## src/rtl/seq_detector_param.sv

```systemverilog
// ---------------------------------------------------------------------------
// seq_detector_param
//
// Purpose:
//   Serial sequence detector with a runtime-programmable pattern of 1..MAX_LEN
//   bits. Bits are taken from sequence_in only on cycles where in_valid is high.
//   Detection can be overlapping or non-overlapping. The match pulse can be
//   Mealy (same cycle as the last pattern bit) or Moore (one cycle later).
//   A saturating counter tracks the number of matches.
//
// Ports:
//   clock        in   system clock, rising edge
//   reset        in   synchronous, active-low reset
//   sequence_in  in   serial data bit
//   in_valid     in   qualifies sequence_in
//   cfg_load     in   one-cycle strobe; latches the cfg_* fields
//   cfg_pattern  in   [MAX_LEN] pattern; bit len-1 is received first, bit 0 last
//   cfg_len      in   [LEN_W] pattern length (0 -> 1, >MAX_LEN -> MAX_LEN)
//   cfg_overlap  in   1 = overlapping detection, 0 = non-overlapping
//   cfg_moore    in   1 = registered (Moore) output, 0 = Mealy output
//   detector_out out  match pulse
//   match_count  out  [CNT_W] saturating match count
//   count_sat    out  match_count is all-ones
// ---------------------------------------------------------------------------
module seq_detector_param #(
    parameter int                 MAX_LEN         = 8,
    parameter int                 LEN_W           = 4,
    parameter int                 CNT_W           = 8,
    parameter logic [MAX_LEN-1:0] DEFAULT_PATTERN = 8'b0000_1011,
    parameter int                 DEFAULT_LEN     = 4
) (
    input  logic               clock,
    input  logic               reset,
    input  logic               sequence_in,
    input  logic               in_valid,
    input  logic               cfg_load,
    input  logic [MAX_LEN-1:0] cfg_pattern,
    input  logic [LEN_W-1:0]   cfg_len,
    input  logic               cfg_overlap,
    input  logic               cfg_moore,
    output logic               detector_out,
    output logic [CNT_W-1:0]   match_count,
    output logic               count_sat
);

    localparam logic [LEN_W-1:0] MAX_LEN_L     = LEN_W'(MAX_LEN);
    localparam logic [LEN_W-1:0] DEFAULT_LEN_L = LEN_W'(DEFAULT_LEN);

    // Configuration registers
    logic [MAX_LEN-1:0] r_pattern;
    logic [LEN_W-1:0]   r_len;
    logic               r_overlap;
    logic               r_moore;

    // Only the newest MAX_LEN-1 received bits are stored; together with the
    // incoming bit they form a full MAX_LEN window, so the oldest bit of a
    // MAX_LEN history would never be looked at.
    logic [MAX_LEN-2:0] r_hist;
    logic [LEN_W-1:0]   r_fill;
    logic               r_mooreOut;
    logic [CNT_W-1:0]   r_count;
    logic               r_countSat;

    logic [LEN_W-1:0]   w_cfgLen;
    logic [MAX_LEN-1:0] w_window;
    logic [MAX_LEN-1:0] w_mask;
    logic               w_fillOk;
    logic               w_hit;
    logic [CNT_W-1:0]   w_countNext;
    logic [LEN_W-1:0]   w_fillNext;

    // Length legalisation applied at load time so the datapath never sees
    // a length of zero or one longer than the history can cover.
    always_comb begin
        w_cfgLen = cfg_len;
        if (cfg_len == '0) begin
            w_cfgLen = LEN_W'(1);
        end else if (cfg_len > MAX_LEN_L) begin
            w_cfgLen = MAX_LEN_L;
        end
    end

    // Mask of the active pattern bits; bits at or above len are ignored.
    always_comb begin
        w_mask = '0;
        for (int i = 0; i < MAX_LEN; i++) begin
            w_mask[i] = (LEN_W'(i) < r_len);
        end
    end

    // Candidate window is the stored history with the current bit appended
    // as the newest (bit 0). A hit needs len-1 earlier bits already received,
    // which for len=1 is always true since r_len is never zero.
    always_comb begin
        w_window    = {r_hist, sequence_in};
        w_fillOk    = (r_fill >= (r_len - LEN_W'(1)));
        w_hit       = in_valid && !cfg_load && w_fillOk &&
                      (((w_window ^ r_pattern) & w_mask) == '0);
        w_countNext = (r_count == '1) ? r_count : r_count + CNT_W'(1);
        w_fillNext  = (r_fill >= r_len) ? r_len : r_fill + LEN_W'(1);
    end

    // Output select. Reset low forces the pulse off even on the Mealy path.
    always_comb begin
        detector_out = 1'b0;
        if (reset) begin
            detector_out = r_moore ? r_mooreOut : w_hit;
        end
    end

    assign match_count = r_count;
    assign count_sat   = r_countSat;

    // Configuration latch: only reset and cfg_load change these.
    always_ff @(posedge clock) begin
        if (!reset) begin
            r_pattern <= DEFAULT_PATTERN;
            r_len     <= DEFAULT_LEN_L;
            r_overlap <= 1'b1;
            r_moore   <= 1'b0;
        end else if (cfg_load) begin
            r_pattern <= cfg_pattern;
            r_len     <= w_cfgLen;
            r_overlap <= cfg_overlap;
            r_moore   <= cfg_moore;
        end
    end

    // History, fill, Moore register and counter. cfg_load wins over a
    // valid bit in the same cycle and wipes all detection state. A
    // non-overlapping hit wipes the history so the next match needs len
    // fresh bits.
    always_ff @(posedge clock) begin
        if (!reset || cfg_load) begin
            r_hist     <= '0;
            r_fill     <= '0;
            r_mooreOut <= 1'b0;
            r_count    <= '0;
            r_countSat <= 1'b0;
        end else begin
            r_mooreOut <= w_hit;
            if (w_hit) begin
                r_count    <= w_countNext;
                r_countSat <= &w_countNext;
            end
            if (w_hit && !r_overlap) begin
                r_hist <= '0;
                r_fill <= '0;
            end else if (in_valid) begin
                r_hist <= w_window[MAX_LEN-2:0];
                r_fill <= w_fillNext;
            end
        end
    end

endmodule

```

## config.mk

```make
export PLATFORM = sky130hd
export DESIGN_NAME = seq_detector_param
export DESIGN_NICKNAME = d
export VERILOG_FILES = /design/src/rtl/seq_detector_param.sv
export SDC_FILE = /design/constraint.sdc
export NUM_CORES = 1
export LEC_CHECK = 0
export BUFFER_PORTS_ARGS = -buffer_cell sky130_fd_sc_hd__buf_2
export CAP_MARGIN = 20
export CORE_MARGIN = 5
export CORE_UTILIZATION = 30
export DETAILED_ROUTE_END_ITERATION = 12
export PLACE_DENSITY = 0.51
export SLEW_MARGIN = 40
export SYNTH_ARGS = -nofsm -noshare
export SYNTH_HDL_FRONTEND = slang
export SYNTH_SLANG_ARGS = --single-unit
```

## constraint.sdc

```tcl
create_clock -name clock -period 2.75 [get_ports clock]
set_clock_uncertainty 0.1 [all_clocks]
set_input_delay 0.4125 -clock clock [delete_from_list [all_inputs] [get_ports clock]]
set_output_delay 0.4125 -clock clock [all_outputs]
set_load 0.02 [all_outputs]
```

Yosys cells after proc, flatten, opt, wreduce, memory -nomap -nowiden
Index checks and enable logic that the tools add are counted.
- bitwise gates (word level): 2
- add/subtract/negate cells: 3
- multiplexer cells: 6
- $lt $le $gt $ge: 11
- reductions and logical operators: 12
- equal/unequal tests: 1
- operator list (operator ; number):
    $lt A3 B4 Y1 const A ; 4
    $mux W4 ; 3
    $add A8 B1 Y8 const B ; 1
    $and A8 B8 Y8 ; 1
    $eq A8 B8 Y1 const B ; 1
    $ge A4 B4 Y1 ; 2
    $logic_not A8 Y1 ; 1
    $lt A1 B4 Y1 const A ; 2
    $lt A2 B4 Y1 const A ; 2
    $mux W8 ; 1
    $reduce_and A8 Y1 ; 1
    $xor A8 B8 Y8 ; 1
    $add A4 B1 Y4 const B ; 1
    $gt A4 B4 Y1 const B ; 1
    $logic_and A1 B1 Y1 ; 4
    $logic_not A4 Y1 ; 1
    $sub A4 B1 Y4 const B ; 1
    $logic_not A1 Y1 ; 3
    $mux W1 ; 2
    $reduce_or A2 Y1 ; 1
    $logic_or A1 B1 Y1 ; 1
- bits in registers: 35
- input port bits: 19
- output and inout port bits: 10

Depth between registers and ports, before layout
Gate-level depths: netlist of run 1.
- depth after elaboration: 6
- gate-level depth with buffers: 10
- gate-level depth less buffers: 9

Worst setup path before layout of run 1
No wires, ideal clock.
- kind: register to output
- start: register r_len[0]
- end: output port detector_out
- stages on the path, launching flop included: 9
- path slack: 0.208 ns
- arrival time: 2.029 ns
- path buffers: 0
- cells stage by stage: dfxtp_1 inv_1 ha_1 xnor2_1 ha_1 o21ai_0 o21bai_1 nand4_2 o21ai_0
- longest elaborated chain between the ends: 6
- elaborated cells between the ends (all ways): 16
- classes of those cells: 1 x add/sub; 9 x order compare; 2 x mux; 1 x bitwise; 3 x reduce/logical
- ends and longest elaborated chain (what ; line ; source):
    start, declared ; 51 ; logic [LEN_W-1:0] r_len;
    start signal, assigned ; 123 ; r_len <= w_cfgLen;
    $sub A4 B1 Y4, or another cell as far along ; 96 ; w_fillOk = (r_fill >= (r_len - LEN_W'(1)));
    $ge A4 B4 Y1 / $and A8 B8 Y8 (equally long branches) ; 96, 98 ;
    $logic_and A1 B1 Y1 / $logic_not A8 Y1 (equally long branches) ; 97, 98 ;
    $logic_and A1 B1 Y1 (*) ; 97 ; w_hit = in_valid && !cfg_load && w_fillOk &&
    $mux W1 (*) ; 107 ; detector_out = r_moore ? r_mooreOut : w_hit;
    $mux W1 (*) ; 106 ; if (reset) begin
    end, declared ; 41 ; output logic detector_out,
Every way passes the cells marked *; elsewhere a longest branch is shown, timed or not.

Worst setup path after layout of run 1
- start: register r_len[2]
- end: output port detector_out
Same word-level chain as after synthesis.

==> metrics, run 1 <==
status finished clean; Syn Area/Cell 9.38 um^2; synthesized flop and latch total 35; DP Wirelength around 3200 um; Slew Viols, Final 0; Final Setup Violations 0; Setup crit end kind output port; most frequent cells in the layout dfxtp_1 (33), buf_2 (27), nor2_1 (23); Post-Syn Instances about 210; DR DRC count 0; DRT Pass-1 Iters 4; Hold Path Class in -> reg; 1st-iter DRT viols 81; Cell Rows 29; Via density slightly below 5; Global Route met1 Usage 0.154; Chip Height 91.4 um; Reg area 706 um^2; DR WL/cell 13.9 um; initial antenna violation count 0; Pwr per Cell Area around 460 mW/mm^2; Clock Power Share 0.372; fillcell total 674; NetSw approximately 270 uW; Final Power 1100 uW; Diodes inserted 0; GRT busiest layer met1; final critical-path required period 2590 ps; Sw Share 0.249; Congestion Overflow GR 0; total CTS buffers 5; sequential cell area fraction in the yosys report 0.352; layout cell share with drive strength beyond 1 0.252; Multi-input gate area 0.00122 mm^2; CP Class reg -> out; Flop pwr share 0.489; met2 Usage GRT 0.146; met3 GRT Util 0.0190; worst slew pin tran 555 ps; Antenna Violating Nets Remaining 0; Clock Tree Buf Depth 2; port bufs 28; Layout Utilization 0.370; Layout Cells excl Fill 327; CTS tree done; final hold vios 0; Max IR drop VDD 0.199 mV; total global-route track usage 0.105; Gate power share 0.139; maxcap violations 0; CP required 2240 ps; Cell variety after synth 46; RD Place Congestion 0.853; synth-to-layout area growth 18.7%; Synth Warn # 0; overall routed net length approximately 4500 um; pin count of the biggest net entering global routing 19; DR vias between 1500 and 2000; ys async rst share 0; Die W 91.4 um; H-tree Lvls 2; Post-synth top flop dfxtp_1; crit-path max FO 9; post-synth net total 244; die area around 0.0084 mm^2; fin nets roughly 280; clock-pin slew on the worst setup and hold paths approximately 70 ps; setup tns final 0 ps; startpoint types flop; Tcrit/Tclk final 0.943; worst path arrival time approximately 2100 ps; placed cells 313; clk_lat worst skew ~280 ps; root buffer cell clkbuf_8; P_leak ~0.001 uW; Worst slew margin 0.627; vias in the first global route 1475; Starting Density 0.311; most common cell after layout, fill and taps aside dfxtp_1; total clock sinks 35; internal power 823 uW; post-synthesis cell area 0.00199 mm^2; number of flops mapped to enable cells by yosys 0; Fmax 0.386 GHz; Core ar. 0.00639 mm^2; global-route wire length before repair 7270 um; I/O pin count 29
-- cell families (layout without fill, tap and decap cells) --
group / count (synthesis) / after routing / synth area share
simple gates: 70 / 71 / 0.184
compound gates: 46 / 46 / 0.179
flops: 35 / 35 / 0.352
mux: 22 / 22 / 0.111
buf+inv: 15 / 52 / 0.0440
fa+ha+maj: 13 / 13 / 0.0818
xor+xnor: 11 / 11 / 0.0485
-- cells in the mapped netlist, drive strengths merged (6+ instances only) --
master,count,area (um^2)
nand2,12,45.0
a21oi,11,62.6
nor2b,9,56.3
o21ai,10,50.0
mux2i,22,220
inv,6,22.5
ha,13,163
dfxtp,35,701
nand2b,7,51.3
xnor2,9,78.8
nor2,24,97.6
-- stage by stage --
stage / cell area, um^2 / hold slack, ps / worst slack, ps
after floorplan: 1990 / 342 / 208
after global placement: 2200 / 357 / 312
after detailed placement: 2200 / 362 / 277
after CTS: 2330 / 231 / 29.5
after global routing: 2360 / 244 / -7.55
final: 2360 / 243 / 158
-- flip-flops by register name (all words and copies together) (netlist names) --
| signal | flops |
|---|---|
| count_sat | 1 |
| r_len | 4 |
| r_overlap | 1 |
| r_mooreOut | 1 |
| r_fill | 4 |
| r_pattern | 8 |
| match_count | 8 |
| r_hist | 7 |
| r_moore | 1 |
-- layout make-up --
| class | instances | share of cell area |
|---|---|---|
| tap | 77 | 0.0408 |
| inverter | 6 | 0.00954 |
| timing repair buffer | 38 | 0.0923 |
| multi-input combinational | 163 | 0.516 |
| sequential | 35 | 0.299 |
| clock buffer | 8 | 0.0424 |
-- routing by layer --
layer | vias up | share of wire
li1 | 833 | -
met2 | 30 | 0.42
met1 | 706 | 0.53
met3 | 8 | 0.030
met4 | 0 | 0.020
met5 | - | 0
-- worst max-delay path, cell delays in order, from the launching register on --
cell and delay, ps:
dfxtp_1 550, nor3_1 110, xnor2_1 150, ha_1 270
o21ai_0 70, o21bai_1 200, nand4_2 120, o21ai_1 180
buf_4 160
-- final timing paths --
kind,start,end,slack (ps),cells after the start
max,r_len[2],detector_out,160,8
min,cfg_pattern[1],r_pattern[1],240,3
max reg2reg,r_len[2],match_count[6],200,12
min reg2reg,r_overlap,r_overlap,380,2
-- what timing repair did --
| action | CTS | global route |
|---|---|---|
| resized for setup | 2 | 5 |
| hold buffers | 0 | 0 |
| gates cloned | 0 | 1 |
| setup endpoints to repair | 1 | 7 |
| setup buffers | 4 | 1 |
| pin swaps | 1 | 1 |
-- power by group through the flow --
stage,registers (uW),clock network [uW],logic (uW)
6_report,536,407,152
2_1_floorplan,541,0,109
3_3_place_gp,548,0,141
5_1_grt,539,440,170
4_1_cts,537,425,148
3_5_place_dp,548,0,141
Note: power is estimated with default switching activity, not from simulation.
==> inputs of run 2 (changes only) <==
==> constraint.sdc (replaced) <==
create_clock -name clock -period 3.1 [get_ports clock]
set_clock_uncertainty 0.1 [all_clocks]
set_input_delay 0.465 -clock clock [delete_from_list [all_inputs] [get_ports clock]]
set_output_delay 0.465 -clock clock [all_outputs]
set_load 0.02 [all_outputs]
==> run 2 against run 1 <==
Against the previous run:
- sequential cell count did not move
- combinational power down 20%
- non-clock buffer count down 4
- final cell count shrank 1.5%
- via count increased by 1.2%
- sequential power is 11% lower
- routed wire length fell by 4.3%
- final area shrank 2.3%
- critical path type unchanged
- clock power fell by 10%
- first-iteration DRC count increased by 2.5%
- hold slack improved by 50 ps
- die area did not move
- highest routed layer unchanged
==> metrics, run 2 (synthesis gave the netlist of run 1 again) <==
status finished clean; R2R depth 11 (-1); total CTS buffers 5 (unchanged); DR vias 1596 (+1.2%); CP required 2530 ps (+290 ps); Fin Hold WS 292 ps (+49.6 ps); fillcell total 683 (+1.3%); pin count of the biggest net entering global routing 19 (unchanged); overall routed net length 4340 um (-4.3%); Cell Rows 29 (unchanged); synth-to-layout area growth 16.0%; Clock Tree Buf Depth 2 (unchanged); most common cell after layout, fill and taps aside dfxtp_1; crit path to detector_out; Fmax about 0.36 GHz; P_leak 0.000990 uW (-2.7%); DR DRC count 0 (unchanged); vias in the first global route 1474 (-0.068%); Reg area 702 um^2 (-0.53%); root buffer cell clkbuf_8; Flop pwr share 0.496 (+0.007); crit-path max FO 5 (-4); clock-pin slew on the worst setup and hold paths 70 ps (about the same); Worst slew margin 0.642 (+0.0155); CP Class reg -> out; initial antenna violation count 0 (unchanged); Placed Area 0.00218 mm^2 (-0.68%); reg2reg setup slack 760 ps (+560 ps); Setup crit end kind output port; final hold vios 0 (unchanged); Sw Share 0.249 (about the same); DP Wirelength 3210 um (-0.26%); CTS tree done; Final Power 964 uW (-12%); Final Cell Area 0.00231 mm^2 (-2.3%); Tcrit/Tclk final 0.906; Core ar. 0.00639 mm^2 (unchanged); maxcap violations 0 (unchanged); Final Setup Violations 0 (unchanged); DR WL/cell 13.5 um (-2.8%); layout cell share with drive strength beyond 1 0.224 (-0.0275); Diodes inserted 0 (unchanged); worst slew pin tran 536 ps (-19.5 ps); setup tns final 0 ps (unchanged); most frequent cells in the layout dfxtp_1 (34), buf_2 (28), nor2_1 (23); WHS Path Cells 3 (unchanged); DRT Pass-1 Iters 4 (unchanged); I/O pin count 29 (unchanged); Congestion Overflow GR 0 (unchanged); H-tree Lvls 2 (unchanged); Chip Height 91.4 um (unchanged); Pwr per Cell Area 418 mW/mm^2 (-10%); global-route wire length before repair 7230 um (-0.47%); total clock sinks 35 (unchanged); Via density 4.96 (+2.8%); Max IR drop VDD 0.247 mV (+24%); Antenna Violating Nets Remaining 0 (unchanged); 1st-iter DRT viols 83 (+2.5%); total global-route track usage 0.105 (+0.000852); startpoint types flop; worst r2r src r_len[1]; Multi-input gate area 0.00120 mm^2 (-1.4%); Slew Viols, Final 0 (unchanged); port bufs 28 (unchanged); NetSw 240 uW (-12%); placed cells 311 (-0.64%); reg-to-reg endpoint r_hist[3]; die area 0.00835 mm^2 (unchanged); fin nets 276 (-1.8%); RSZ-0062 raised after global routing no; Layout Cells excl Fill 322 (-1.5%); Starting Density 0.311 (unchanged); Die W 91.4 um (unchanged); Worst Setup SP r_len[1]; Gate power share 0.126 (-0.013); worst path arrival time 2240 ps (+160 ps); Hold Path Class in -> reg; RD Place Congestion 0.793 (-7.1%); Clock Power Share 0.378 (+0.006); clk_lat worst skew 290 ps (about the same); final critical-path required period 2810 ps; internal power 724 uW (-12%)
[run 2: worst min-delay path by stage]
stage | slack (ps) | endpoint | startpoint
4_1_cts | 280 | r_pattern[0] | cfg_pattern[0]
3_3_place_gp | 360 | r_overlap | r_overlap
6_report | 290 | r_pattern[0] | cfg_pattern[0]
2_1_floorplan | 340 | r_overlap | r_overlap
3_5_place_dp | 360 | r_overlap | r_overlap
5_1_grt | 290 | r_pattern[3] | cfg_pattern[3]
[run 2: timing repair]
action | CTS | global route
hold buffers | 0 | 0
buffers inserted | 0 | 3
resized for setup | 0 | 1
setup endpoints to repair | 0 | 1
[run 2: power groups by stage]
stage	registers, uW	logic [uW]	clock network, uW
CTS	478	123	377
global route	480	138	397
floorplan	480	97.0	0
finish	478	121	365
global placement	489	122	0
detailed placement	489	122	0
[run 2: layout make-up]
class                      count  area share
timing repair buffer          34      0.0803
inverter                       6     0.00977
multi-input combinational    162       0.520
sequential                    35       0.304
tap                           77      0.0418
clock buffer                   8      0.0434
[run 2: metal layers]
layer	routed length (um)	part of all wire	track usage	vias to the layer above
li1	-	-	-	820
met1	2240	0.52	0.150	728
met2	1840	0.42	0.150	39
met3	161	0.037	0.0190	9
met4	97	0.022	0.0550	0
met5	0	0	0	-
[run 2: per-stage QoR]
| step | worst slack (ps) | utilization |
|---|---|---|
| after CTS | 129 | 0.357 |
| after floorplan | 506 | - |
| after global routing | 11.3 | 0.361 |
| after global placement | 499 | 0.342 |
| final | 290 | 0.361 |
| after detailed placement | 472 | 0.342 |
[run 2: critical path, cell delays in order (launching register included)]
cell      delay (ps)
dfxtp_1          380
inv_1            110
ha_1             240
xnor2_1          140
ha_1             270
o21ai_0           60
o21bai_1         190
nand4_2          170
o21ai_0          200
buf_2            190
